`src/rtl/hazard_sequencer.sv`:
```
// hazard_sequencer: pipeline control for the 5-stage RV32I core.
// Produces stall/flush enables for the pipeline registers and the EX-stage
// forwarding selects. A wait-timeout FSM traps hung data-memory accesses.
// A saturating counter tracks cycles where fetch is stalled.

module hazard_sequencer #(
    parameter int MAX_WAIT = 16,
    parameter int CNT_W    = 16
) (
    input  logic             clk,
    input  logic             rst,
    input  logic [4:0]       Rs1D,
    input  logic [4:0]       Rs2D,
    input  logic [4:0]       Rs1E,
    input  logic [4:0]       Rs2E,
    input  logic [4:0]       RdE,
    input  logic [1:0]       ResultSrcE,
    input  logic             PCSrcE,
    input  logic [4:0]       RdM,
    input  logic [4:0]       RdW,
    input  logic             RegWriteM,
    input  logic             RegWriteW,
    input  logic             MemReqM,
    input  logic             MemReadyM,
    input  logic             StallCntClr,
    output logic             StallF,
    output logic             StallD,
    output logic             StallE,
    output logic             StallM,
    output logic             FlushD,
    output logic             FlushE,
    output logic             FlushW,
    output logic [1:0]       ForwardAE,
    output logic [1:0]       ForwardBE,
    output logic             MemErr,
    output logic [CNT_W-1:0] StallCount
);

    typedef enum logic [1:0] {
        RUN      = 2'd0,
        MEM_WAIT = 2'd1,
        ERR      = 2'd2
    } state_t;

    localparam logic [7:0]       WAIT_LIMIT = 8'(MAX_WAIT);
    localparam logic [CNT_W-1:0] CNT_MAX    = {CNT_W{1'b1}};

    state_t     state;
    state_t     state_next;
    logic [7:0] wait_cnt;
    logic [7:0] wait_cnt_next;
    logic       mem_err;
    logic       mem_err_next;
    logic       memwait;
    logic       loaduse;
    logic       full_stall;
    logic       resolve;

    assign memwait = MemReqM & ~MemReadyM;
    assign loaduse = (ResultSrcE == 2'b01) & (RdE != 5'd0) &
                     ((RdE == Rs1D) | (RdE == Rs2D));
    assign MemErr  = mem_err;

    // Next-state logic and the same-cycle stall/flush controls; a full stall
    // freezes the pipe, otherwise redirect beats load-use
    always_comb begin
        state_next    = state;
        wait_cnt_next = wait_cnt;
        mem_err_next  = mem_err;
        full_stall    = 1'b0;
        resolve       = 1'b0;
        StallF        = 1'b0;
        StallD        = 1'b0;
        StallE        = 1'b0;
        StallM        = 1'b0;
        FlushD        = 1'b0;
        FlushE        = 1'b0;
        FlushW        = 1'b0;

        unique case (state)
            RUN: begin
                if (memwait) begin
                    full_stall    = 1'b1;
                    state_next    = MEM_WAIT;
                    wait_cnt_next = 8'd1;
                end else begin
                    resolve = 1'b1;
                end
            end
            MEM_WAIT: begin
                if (MemReadyM) begin
                    resolve       = 1'b1;
                    state_next    = RUN;
                    wait_cnt_next = 8'd0;
                end else begin
                    full_stall = 1'b1;
                    if (wait_cnt < WAIT_LIMIT) begin
                        wait_cnt_next = wait_cnt + 8'd1;
                    end else begin
                        state_next   = ERR;
                        mem_err_next = 1'b1;
                    end
                end
            end
            ERR: begin
                full_stall   = 1'b1;
                mem_err_next = 1'b1;
            end
            default: begin
                full_stall   = 1'b1;
                state_next   = ERR;
                mem_err_next = 1'b1;
            end
        endcase

        if (full_stall) begin
            StallF = 1'b1;
            StallD = 1'b1;
            StallE = 1'b1;
            StallM = 1'b1;
            FlushW = 1'b1;
        end else if (resolve) begin
            if (PCSrcE) begin
                FlushD = 1'b1;
                FlushE = 1'b1;
            end else if (loaduse) begin
                StallF = 1'b1;
                StallD = 1'b1;
                FlushE = 1'b1;
            end
        end

        if (!rst) begin
            StallF = 1'b0;
            StallD = 1'b0;
            StallE = 1'b0;
            StallM = 1'b0;
            FlushD = 1'b1;
            FlushE = 1'b1;
            FlushW = 1'b1;
        end
    end

    // Forwarding selects: MEM result beats WB result, x0 never forwarded
    always_comb begin
        ForwardAE = 2'b00;
        ForwardBE = 2'b00;
        if (RegWriteM && (RdM != 5'd0) && (RdM == Rs1E)) begin
            ForwardAE = 2'b10;
        end else if (RegWriteW && (RdW != 5'd0) && (RdW == Rs1E)) begin
            ForwardAE = 2'b01;
        end
        if (RegWriteM && (RdM != 5'd0) && (RdM == Rs2E)) begin
            ForwardBE = 2'b10;
        end else if (RegWriteW && (RdW != 5'd0) && (RdW == Rs2E)) begin
            ForwardBE = 2'b01;
        end
        if (!rst) begin
            ForwardAE = 2'b00;
            ForwardBE = 2'b00;
        end
    end

    // FSM state, wait counter and sticky error flag
    always_ff @(posedge clk or negedge rst) begin
        if (!rst) begin
            state    <= RUN;
            wait_cnt <= 8'd0;
            mem_err  <= 1'b0;
        end else begin
            state    <= state_next;
            wait_cnt <= wait_cnt_next;
            mem_err  <= mem_err_next;
        end
    end

    // Saturating stalled-fetch counter; clear wins over increment
    always_ff @(posedge clk or negedge rst) begin
        if (!rst) begin
            StallCount <= '0;
        end else if (StallCntClr) begin
            StallCount <= '0;
        end else if (StallF && (StallCount != CNT_MAX)) begin
            StallCount <= StallCount + CNT_W'(1);
        end
    end

endmodule

```
`config.mk`:
```
export PLATFORM = sky130hd
export DESIGN_NAME = hazard_sequencer
export DESIGN_NICKNAME = d
export VERILOG_FILES = /design/src/rtl/hazard_sequencer.sv
export SDC_FILE = /design/constraint.sdc
export NUM_CORES = 1
export LEC_CHECK = 0
export CORE_ASPECT_RATIO = 0.7
export CORE_MARGIN = 2
export CORE_UTILIZATION = 45
export CTS_BUF_LIST = sky130_fd_sc_hd__clkbuf_8
export CTS_CLUSTER_SIZE = 30
export DETAILED_ROUTE_END_ITERATION = 8
export GPL_TIMING_DRIVEN = 0
export HOLD_SLACK_MARGIN = 0.06
export PLACE_DENSITY = 0.9
export SLEW_MARGIN = 20
export SYNTH_ARGS = -nofsm -noshare
export SYNTH_HDL_FRONTEND = slang
export SYNTH_SLANG_ARGS = --single-unit
```
`constraint.sdc`:
```
create_clock -name clk -period 2.8 [get_ports clk]
set_input_delay 0.28 -clock clk [delete_from_list [all_inputs] [get_ports clk]]
set_output_delay 0.28 -clock clk [all_outputs]
set_load 0.02 [all_outputs]
```
==> results.tsv, run 1 <==
metric	value	unit
asr flop ratio synth	1.00	
Final setup viols	0	
minimum clock period	2.62	ns
largest net degree at the start of global routing	17	
period utilization	0.934	
most used cell, CP	clkdlybuf4s50_1	
Die H	58.0	um
FMAX	382	MHz
total vias in the final route	1895	
layout cells sized above 1	0.0524	
Cell Pwr Density	305	mW/mm2
antenna-violating nets left	0	
Die X	81.1	um
TritonCTS Buffers	3	
vias in the first global route	1853	
max-slew violations	0	
depth of the CTS H-tree	1	
Clock Power Share	0.280	
Tot Pwr	833	uW
Wirelength per Cell	15.8	um
Syn. warnings	0	
fin util	0.688	
Setup TNS Final	0	ns
CP Class	in2out	
clock root cell	clkbuf_8	
initial antenna violation count	0	
Iter 0 DRT Violations	104	
synth-to-layout area growth	45.7	%
Peak supply drop	0.318	mV
final net count	334	
critical path, cell by cell	clkdlybuf4s50_1 > or4_1 > o21ai_2 > nand3b_1 > nand2_1 > clkdlybuf4s50_1	
Initial Util	0.472	
clk slew on worst S/H paths	0.10	ns
GRT overflow	0	
most frequent cells in the layout	68 x clkdlybuf4s50_1, 27 x dfrtp_1, 21 x a21oi_1	
internal cell power	605	uW
Post-Syn Area per Cell	9.01	um2
Comb power frac	0.243	
synthesis-stage register bit count	27	
Max Cap Viol	0	
Core Rows	19	
GRT Overall Usage	0.245	
Residual DRC	0	
final hold viol count	0	
Routed WL	5.34	mm
crit path max fanout	3	
drt pass-1 iters	4	
commonest non-fill, non-tap cell in the layout	clkdlybuf4s50_1	
Post-Synthesis Cells	208	
syn_nets	255	
vias per cell	5.61	
Sink Count	27	
sequential share of the synthesized area	0.360	
Clk Latency, worst-skew pair	0.28	ns
critical path's largest stage delay	0.56	ns
Hold Crit Class	reg2reg	
I/O pin count	73	
Worst setup SP type	input pin	
Die ar.	0.00471	mm2
Worst EP arrival	2.34	ns
Flop pwr share	0.477	
Slew HR	0.498	
Slowest-stage cell, CP	or4_1	
Top FF cell, synth	dfrtp_1	
Post-synth EDFFs	0	
IO Port Bufs	72	
Mapped Area	0.00187	mm2
RSZ-0062 raised after global routing	false	
LEAKAGE	1.06	nW
Tightest Pin Transition	0.750	ns
post-synthesis cell type count	44	
Fillers	358	
antenna diode count	0	
hold_ws	0.481	ns
Core ar.	0.00397	mm2
post-detail-place hpwl	4.15	mm
design area	0.00273	mm2
Worst Setup End Kind	output port	
GPL Wtd Cong	0.878	
first-pass GRT wire length	8.92	mm
WP data required	2.52	ns
status	finished clean	
Area after DPL	0.00266	mm2
P_sw	228	uW
TritonCTS clock tree	built	
switching part of the total	0.274	
Clock Skews	0.0127	ns
clock buffer depth	2	
metrics by stage:
stage	setup slack [ns]	instances
final	0.184	338
after global routing	0.0889	338
after CTS	0.00958	338
after detailed placement	-0.0438	332
after global placement	-0.927	332
after floorplan	0.700	208
worst max-delay path: cells and delay by family:
| family | cells | cell delay (ns) |
|---|---|---|
| AND/OR/NAND/NOR | 3 | 0.86 |
| buffers and inverters | 2 | 1.03 |
| AO/OA/AOI/OAI | 1 | 0.16 |
path summary, 6_finish.rpt:
kind | start | end | slack, ns | depth (start not counted)
worst max-delay path | RdE[1] | StallD | 0.18 | 6
worst min-delay path | MemErr | MemErr | 0.48 | 1
worst max register to register | StallCount[0] | StallCount[1] | 0.45 | 9
worst min register to register | MemErr | MemErr | 0.48 | 1
max in group asynchronous | rst | wait_cnt[5] | 1.62 | 2
min in group asynchronous | rst | StallCount[4] | 0.66 | 2
state kept, by name, indices dropped and copies added, names as in the netlist:
signal / count
wait_cnt: 8
StallCount: 16
MemErr: 1
state: 2
what timing repair did:
item                                   CTS  global route
hold buffers                             2             0
pin swaps                                0             0
cloned                                   0             0
endpoints found under the hold margin   16             0
setup buffers                            0             0
resized for setup                        2             2
setup endpoints to repair                2             2
cell families after synthesis:
family / Yosys count / share of synthesized area
and+or+nand+nor: 80 / 0.240
AOI/OAI and AO/OA: 54 / 0.192
xor gates and xnor gates: 31 / 0.145
DFF: 27 / 0.360
buffers and inverters: 12 / 0.0387
muxes: 2 / 0.0107
adders and majority gates: 2 / 0.0133
power by group through the flow:
stage	registers [mW]	clock network, mW	logic [mW]
floorplan	0.408	0	0.0768
detailed placement	0.405	0	0.198
global route	0.398	0.252	0.218
global placement	0.405	0	0.193
CTS	0.397	0.233	0.202
finish	0.397	0.234	0.202
Yosys cell counts (3+ instances only):
| cell type | count | share of area |
|---|---|---|
| xor2_1 | 15 | 0.070 |
| nor2b_1 | 3 | 0.010 |
| nor4_1 | 6 | 0.020 |
| nand4_1 | 5 | 0.017 |
| inv_1 | 5 | 0.010 |
| or3_1 | 8 | 0.027 |
| a21oi_1 | 21 | 0.056 |
| nor2_1 | 10 | 0.020 |
| xnor2_1 | 16 | 0.075 |
| o31ai_1 | 6 | 0.024 |
| a41oi_1 | 3 | 0.014 |
| nand3_1 | 13 | 0.035 |
| dfrtp_1 | 27 | 0.36 |
| or4_1 | 11 | 0.044 |
| o21ai_0 | 3 | 0.0080 |
| o21ai_1 | 7 | 0.019 |
| nand2_1 | 12 | 0.024 |
| and3_1 | 5 | 0.017 |
layer usage:
layer | vias up | wire [um] | GRT usage | part of all wire
li1 | 939 | - | - | -
met1 | 909 | 2460 | 0.337 | 0.46
met2 | 45 | 2630 | 0.426 | 0.49
met3 | 2 | 240 | 0.0421 | 0.045
met4 | 0 | 8 | 0.0218 | 0.0015
met5 | - | 0 | 0 | 0
cell type report:
cell class,instances,area (um2),share of cell area
clock inverters,1,7.51,0.00275
flip-flops and latches,27,676,0.247
plain buffers,7,53.8,0.0197
inverters,5,18.8,0.00687
multi-input cells,169,1130,0.415
clock buffers,3,41.3,0.0151
repair buffers,74,736,0.269
well taps,52,65.1,0.0238
No activity file was read; power rests on OpenSTA's default activity.
==> run 2: changes to the inputs <==
Settings changed: CORE_ASPECT_RATIO 0.7 to unset, CORE_UTILIZATION 45 to 49, MAX_ROUTING_LAYER set to met4, PLACE_DENSITY 0.9 to 0.95.
Clock period 2.8 ns to 3.27 ns, I/O delays scaled along.
==> run 2 against run 1 <==
Worst hold slack got worse by 0.41 ns. Count of clock-buffer cells in the layout unchanged. Sequential power decreased by 14%. Critical path type unchanged. Sequential cell count unchanged. Non-clock buffer count decreased by 2. Register-to-register slack improved by 0.52 ns. Highest routed layer unchanged. Worst setup slack improved by 0.037 ns. Total power decreased by 16%.
==> results.tsv, run 2 (same netlist as run 1, synthesis figures left out) <==
metric	value	unit	change
vias in the first global route	1861		was 1853
Core Rows	22		was 19
period utilization	0.932		
P_sw	187	uW	was 228 uW
Fillers	269		was 358
Slew HR	0.562		was 0.498
post-detail-place hpwl	4.11	mm	was 4.15 mm
fin util	0.737		was 0.688
Core ar.	0.00366	mm2	was 0.00397 mm2
crit path max fanout	3		unchanged
internal cell power	516	uW	was 605 uW
Peak supply drop	0.153	mV	was 0.318 mV
RSZ-0062 raised after global routing	false		unchanged
clock buffer depth	2		unchanged
clock root cell	clkbuf_8		unchanged
GRT Overall Usage	0.258		was 0.245
Worst Setup End Kind	output port		unchanged
Tot Pwr	703	uW	was 833 uW
Hold Crit Class	in2async		was reg2reg
Max Cap Viol	0		unchanged
Iter 0 DRT Violations	113		was 104
LEAKAGE	1.03	nW	was 1.06 nW
Worst setup SP type	input pin		unchanged
Flop pwr share	0.484		was 0.477
Die H	65.8	um	was 58.0 um
GPL Wtd Cong	0.890		was 0.878
Biggest register	StallCount		unchanged
Cell Pwr Density	261	mW/mm2	was 305 mW/mm2
final hold viol count	0		unchanged
count of hold buffers inserted by post-cts repair	0		was 2
Routed WL	5.24	mm	was 5.34 mm
post-CTS resize count	0		was 2
clk slew on worst S/H paths	0.10	ns	about the same
Die X	65.8	um	was 81.1 um
WP data required	2.94	ns	was 2.52 ns
TritonCTS Buffers	3		unchanged
Clk Latency, worst-skew pair	0.27	ns	was 0.28 ns
synth-to-layout area growth	44.0	%	was 45.7%
first-pass GRT wire length	8.51	mm	was 8.92 mm
most frequent cells in the layout	71 x clkdlybuf4s50_1, 27 x dfrtp_1, 21 x a21oi_1		was 68 x clkdlybuf4s50_1, 27 x dfrtp_1, 21 x a21oi_1
total vias in the final route	1933		was 1895
Tightest Pin Transition	0.657	ns	was 0.750 ns
Wirelength per Cell	15.8	um	about the same
Clock Skews	0.00394	ns	was 0.0127 ns
Final setup viols	0		unchanged
biggest regs	StallCount: 16 flops, wait_cnt: 8 flops, state: 2 flops		unchanged
drt pass-1 iters	4		unchanged
depth of the CTS H-tree	1		unchanged
Comb power frac	0.241		was 0.243
FMAX	328	MHz	
vias per cell	5.82		was 5.61
largest net degree at the start of global routing	34		was 17
CP Class	in2out		unchanged
TritonCTS clock tree	built		unchanged
layout cells sized above 1	0.0493		was 0.0524
Worst EP arrival	2.72	ns	was 2.34 ns
antenna diode count	0		unchanged
max reg flops	16		unchanged
status	finished clean		unchanged
commonest non-fill, non-tap cell in the layout	clkdlybuf4s50_1		unchanged
IO Port Bufs	72		unchanged
Sink Count	27		unchanged
Residual DRC	0		unchanged
GRT overflow	0		unchanged
I/O pin count	73		unchanged
final net count	332		was 334
Initial Util	0.512		was 0.472
minimum clock period	3.05	ns	
Die ar.	0.00434	mm2	was 0.00471 mm2
reg2reg setup slack	0.97	ns	was 0.45 ns
initial antenna violation count	0		unchanged
switching part of the total	0.266		was 0.274
antenna-violating nets left	0		unchanged
max-slew violations	0		unchanged
post-CTS setup buffer count	0		unchanged
Clock Power Share	0.276		was 0.280
[run 2: changes by cell type in the layout (fill, tap and decap cells not counted), sizes merged]
cell / delta
dlygate4sd2: -2
dlygate4sd3: -2
dlymetal6s2s: -1
clkdlybuf4s50: +3
[run 2: path summary, 6_finish.rpt]
check,depth (start not counted),end,from
min,1,StallCount[9],rst
min reg2reg,1,MemErr,MemErr
max reg2reg,9,StallCount[1],StallCount[0]
max,6,ForwardBE[0],RdM[1]
min in group clk,1,MemErr,MemErr
max in group asynchronous,1,state[1],rst
[run 2: layout make-up]
cell class | instances | area, um2 | area share
multi-input combinational | 169 | 1130 | 0.417
sequential | 27 | 676 | 0.250
clock inverter | 1 | 7.51 | 0.00278
buffer | 7 | 53.8 | 0.0199
timing repair buffer | 72 | 716 | 0.265
inverter | 5 | 18.8 | 0.00695
clock buffer | 3 | 41.3 | 0.0153
tap | 48 | 60.1 | 0.0223
[run 2: per-layer routing]
layer	track usage	routed length, um	up-vias
li1	-	-	933
met1	0.304	2080	928
met2	0.473	2830	62
met3	0.0273	225	10
met4	0.0573	104	0
met5	-	0	-
[run 2: power groups by stage]
stage	registers, mW	logic, mW	clock network (mW)
6_report	0.340	0.169	0.194
5_1_grt	0.341	0.183	0.215
4_1_cts	0.340	0.170	0.197
3_5_place_dp	0.347	0.170	0
3_3_place_gp	0.347	0.165	0
2_1_floorplan	0.349	0.0658	0
[run 2: stage by stage]
| stage | setup slack [ns] | std cells | cell area, um2 | setup TNS (ns) | hold slack, ns |
|---|---|---|---|---|---|
| floorplan | 1.10 | 208 | 1870 | 0 | 0.0314 |
| global placement | -0.477 | 328 | 2660 | -1.81 | 0.458 |
| detailed placement | 0.239 | 328 | 2650 | 0 | 0.398 |
| CTS | 0.234 | 332 | 2700 | 0 | 0.0931 |
| global route | 0.0945 | 332 | 2700 | 0 | 0.127 |
| finish | 0.221 | 332 | 2700 | 0 | 0.0703 |
[run 2: critical path, stage by stage]
cell	delay, ns
clkdlybuf4s50_1	0.48
or4_1	0.55
o21ai_0	0.27
nor4_1	0.12
nor4_1	0.31
clkdlybuf4s50_1	0.66
==> run 3: changes to the inputs <==
Settings changed: CORE_UTILIZATION 49 to 40, CTS_CLUSTER_SIZE 30 to 12, PLACE_DENSITY 0.95 to 0.82.
Clock period 3.27 ns to 3.35 ns, I/O delays scaled along.
==> run 3 against run 2 <==
Clock skew rose by 0.0036 ns. Clock power decreased by 4%. Die area is 21% higher. Sequential cell count stayed put. Final area increased by 0.19%. Worst setup slack improved by 0.16 ns. Sequential share of layout area hardly changed. Sequential power shrank 2%. Global-route usage fell by 5.9 points. Critical endpoint is now ForwardAE[0].
==> results.tsv, run 3 (same netlist as run 1, synthesis figures left out) <==
metric	value	unit	change
post-detail-place hpwl	3.78	mm	was 4.11 mm
initial antenna violation count	0		unchanged
minimum clock period	2.97	ns	
crit path max fanout	3		unchanged
reg2reg setup slack	1.07	ns	was 0.97 ns
Hold Crit Class	in2async		unchanged
Crit path buffers/inverters	2		unchanged
Iter 0 DRT Violations	140		was 113
antenna diode count	0		unchanged
area of the multi-input gates	0.00113	mm2	unchanged
Cell Pwr Density	252	mW/mm2	was 261 mW/mm2
depth of the CTS H-tree	1		unchanged
Fillers	391		was 269
Peak supply drop	0.368	mV	was 0.153 mV
max reg flops	16		unchanged
max-slew violations	0		unchanged
Die ar.	0.00525	mm2	was 0.00434 mm2
clk slew on worst S/H paths	0.10	ns	about the same
Crit path max-delay family	buffers and inverters		unchanged
Sink Count	27		unchanged
cell count after placement	332		was 328
synth-to-layout area growth	44.3	%	was 44.0%
Setup TNS Final	0	ns	unchanged
GRT overflow	0		unchanged
Worst Setup End Kind	output port		unchanged
Residual DRC	0		unchanged
worst slack, placed	0.371	ns	was 0.239 ns
antenna-violating nets left	0		unchanged
FMAX	337	MHz	
I/O pin count	73		unchanged
clock root cell	clkbuf_8		unchanged
TritonCTS clock tree	built		unchanged
Wirelength per Cell	14.2	um	was 15.8 um
Reg area	676	um2	unchanged
Max Cap Viol	0		unchanged
r2r endpoint	StallCount[0]		was StallCount[1]
Routed WL	4.77	mm	was 5.24 mm
LEAKAGE	1.03	nW	unchanged
total vias in the final route	1892		was 1933
Worst EP arrival	2.63	ns	was 2.72 ns
layout cells sized above 1	0.0493		unchanged
Reg2Reg Launch Point	StallCount[0]		unchanged
vias in the first global route	1893		was 1861
final net count	332		unchanged
IO Port Bufs	72		unchanged
Final setup viols	0		unchanged
status	finished clean		unchanged
RSZ-0062 raised after global routing	false		unchanged
Core Rows	24		was 22
Biggest register	StallCount		unchanged
commonest non-fill, non-tap cell in the layout	clkdlybuf4s50_1		unchanged
most frequent cells in the layout	71 x clkdlybuf4s50_1, 27 x dfrtp_1, 21 x a21oi_1		unchanged
Die H	72.5	um	was 65.8 um
post-CTS resize count	0		unchanged
first-pass GRT wire length	8.35	mm	was 8.51 mm
design area	0.00270	mm2	about the same
period utilization	0.887		
largest net degree at the start of global routing	34		unchanged
WP data required	3.01	ns	was 2.94 ns
Tightest Pin Transition	0.676	ns	was 0.657 ns
vias per cell	5.63		was 5.82
TritonCTS Buffers	3		unchanged
cells on worst reg2reg path	9		unchanged
critical path's largest stage delay	0.66	ns	about the same
Slowest-stage cell, CP	clkdlybuf4s50_1		unchanged
GRT Overall Usage	0.199		was 0.258
Final Non-Filler Cells	336		was 332
clock buffer depth	2		unchanged
Worst setup SP type	input pin		unchanged
post-CTS setup buffer count	0		unchanged
Initial Util	0.422		was 0.512
biggest regs	StallCount: 16 flops, wait_cnt: 8 flops, state: 2 flops		unchanged
final worst slack	0.380	ns	was 0.221 ns
Area after DPL	0.00266	mm2	was 0.00265 mm2
GPL Wtd Cong	0.807		was 0.890
Clk Latency, worst-skew pair	0.27	ns	about the same
CP Class	in2out		unchanged
count of hold buffers inserted by post-cts repair	0		unchanged
drt pass-1 iters	4		unchanged
critical path, cell by cell	clkdlybuf4s50_1 > or4_1 > o21ai_0 > nor4_1 > nor4_1 > clkdlybuf4s50_1		unchanged
Core ar.	0.00444	mm2	was 0.00366 mm2
Die X	72.5	um	was 65.8 um
final hold viol count	0		unchanged
Clock Skews	0.00749	ns	was 0.00394 ns
Slew HR	0.549		was 0.562
-- run 3: routing by layer --
| layer | track usage | up-vias | wire length [um] |
|---|---|---|---|
| met2 | 0.356 | 55 | 2460 |
| met4 | 0.0267 | 0 | 24 |
| met3 | 0.0389 | 4 | 245 |
| met5 | - | - | 0 |
| met1 | 0.239 | 897 | 2040 |
| li1 | - | 936 | - |
-- run 3: worst max-delay path by stage --
stage                       from            to  slack (ns)  cells after the start
final                     RdM[1]  ForwardAE[0]        0.38                      6
after floorplan           RdM[1]  ForwardAE[0]        1.16                      4
after CTS                 RdM[1]  ForwardAE[0]        0.37                      6
after global placement       rst  ForwardAE[0]       -0.43                      5
after global routing      RdM[1]  ForwardAE[0]        0.21                      6
after detailed placement  RdM[1]  ForwardAE[0]        0.37                      6
-- run 3: area by class of cell --
cell class | instances | share of cell area
timing repair buffer | 72 | 0.265
multi-input combinational | 169 | 0.416
inverter | 5 | 0.00694
clock inverter | 1 | 0.00278
clock buffer | 3 | 0.0153
buffer | 7 | 0.0199
sequential | 27 | 0.250
tap | 52 | 0.0241
-- run 3: report_power, final --
group	internal, mW	total (mW)	switching [mW]	leakage [nW]
combinational	0.0909	0.163	0.0718	0.642
sequential	0.328	0.332	0.00373	0.365
clock	0.0844	0.187	0.103	0.0217
total	0.503	0.682	0.178	1.03
-- run 3: metrics by stage --
stage	power, mW	util	hold WS [ns]
3_5_place_dp	0.502	0.597	0.405
3_3_place_gp	0.500	0.599	0.457
5_1_grt	0.715	0.608	0.123
4_1_cts	0.687	0.608	0.106
6_report	0.682	0.608	0.0879
2_1_floorplan	0.405	-	0.0394
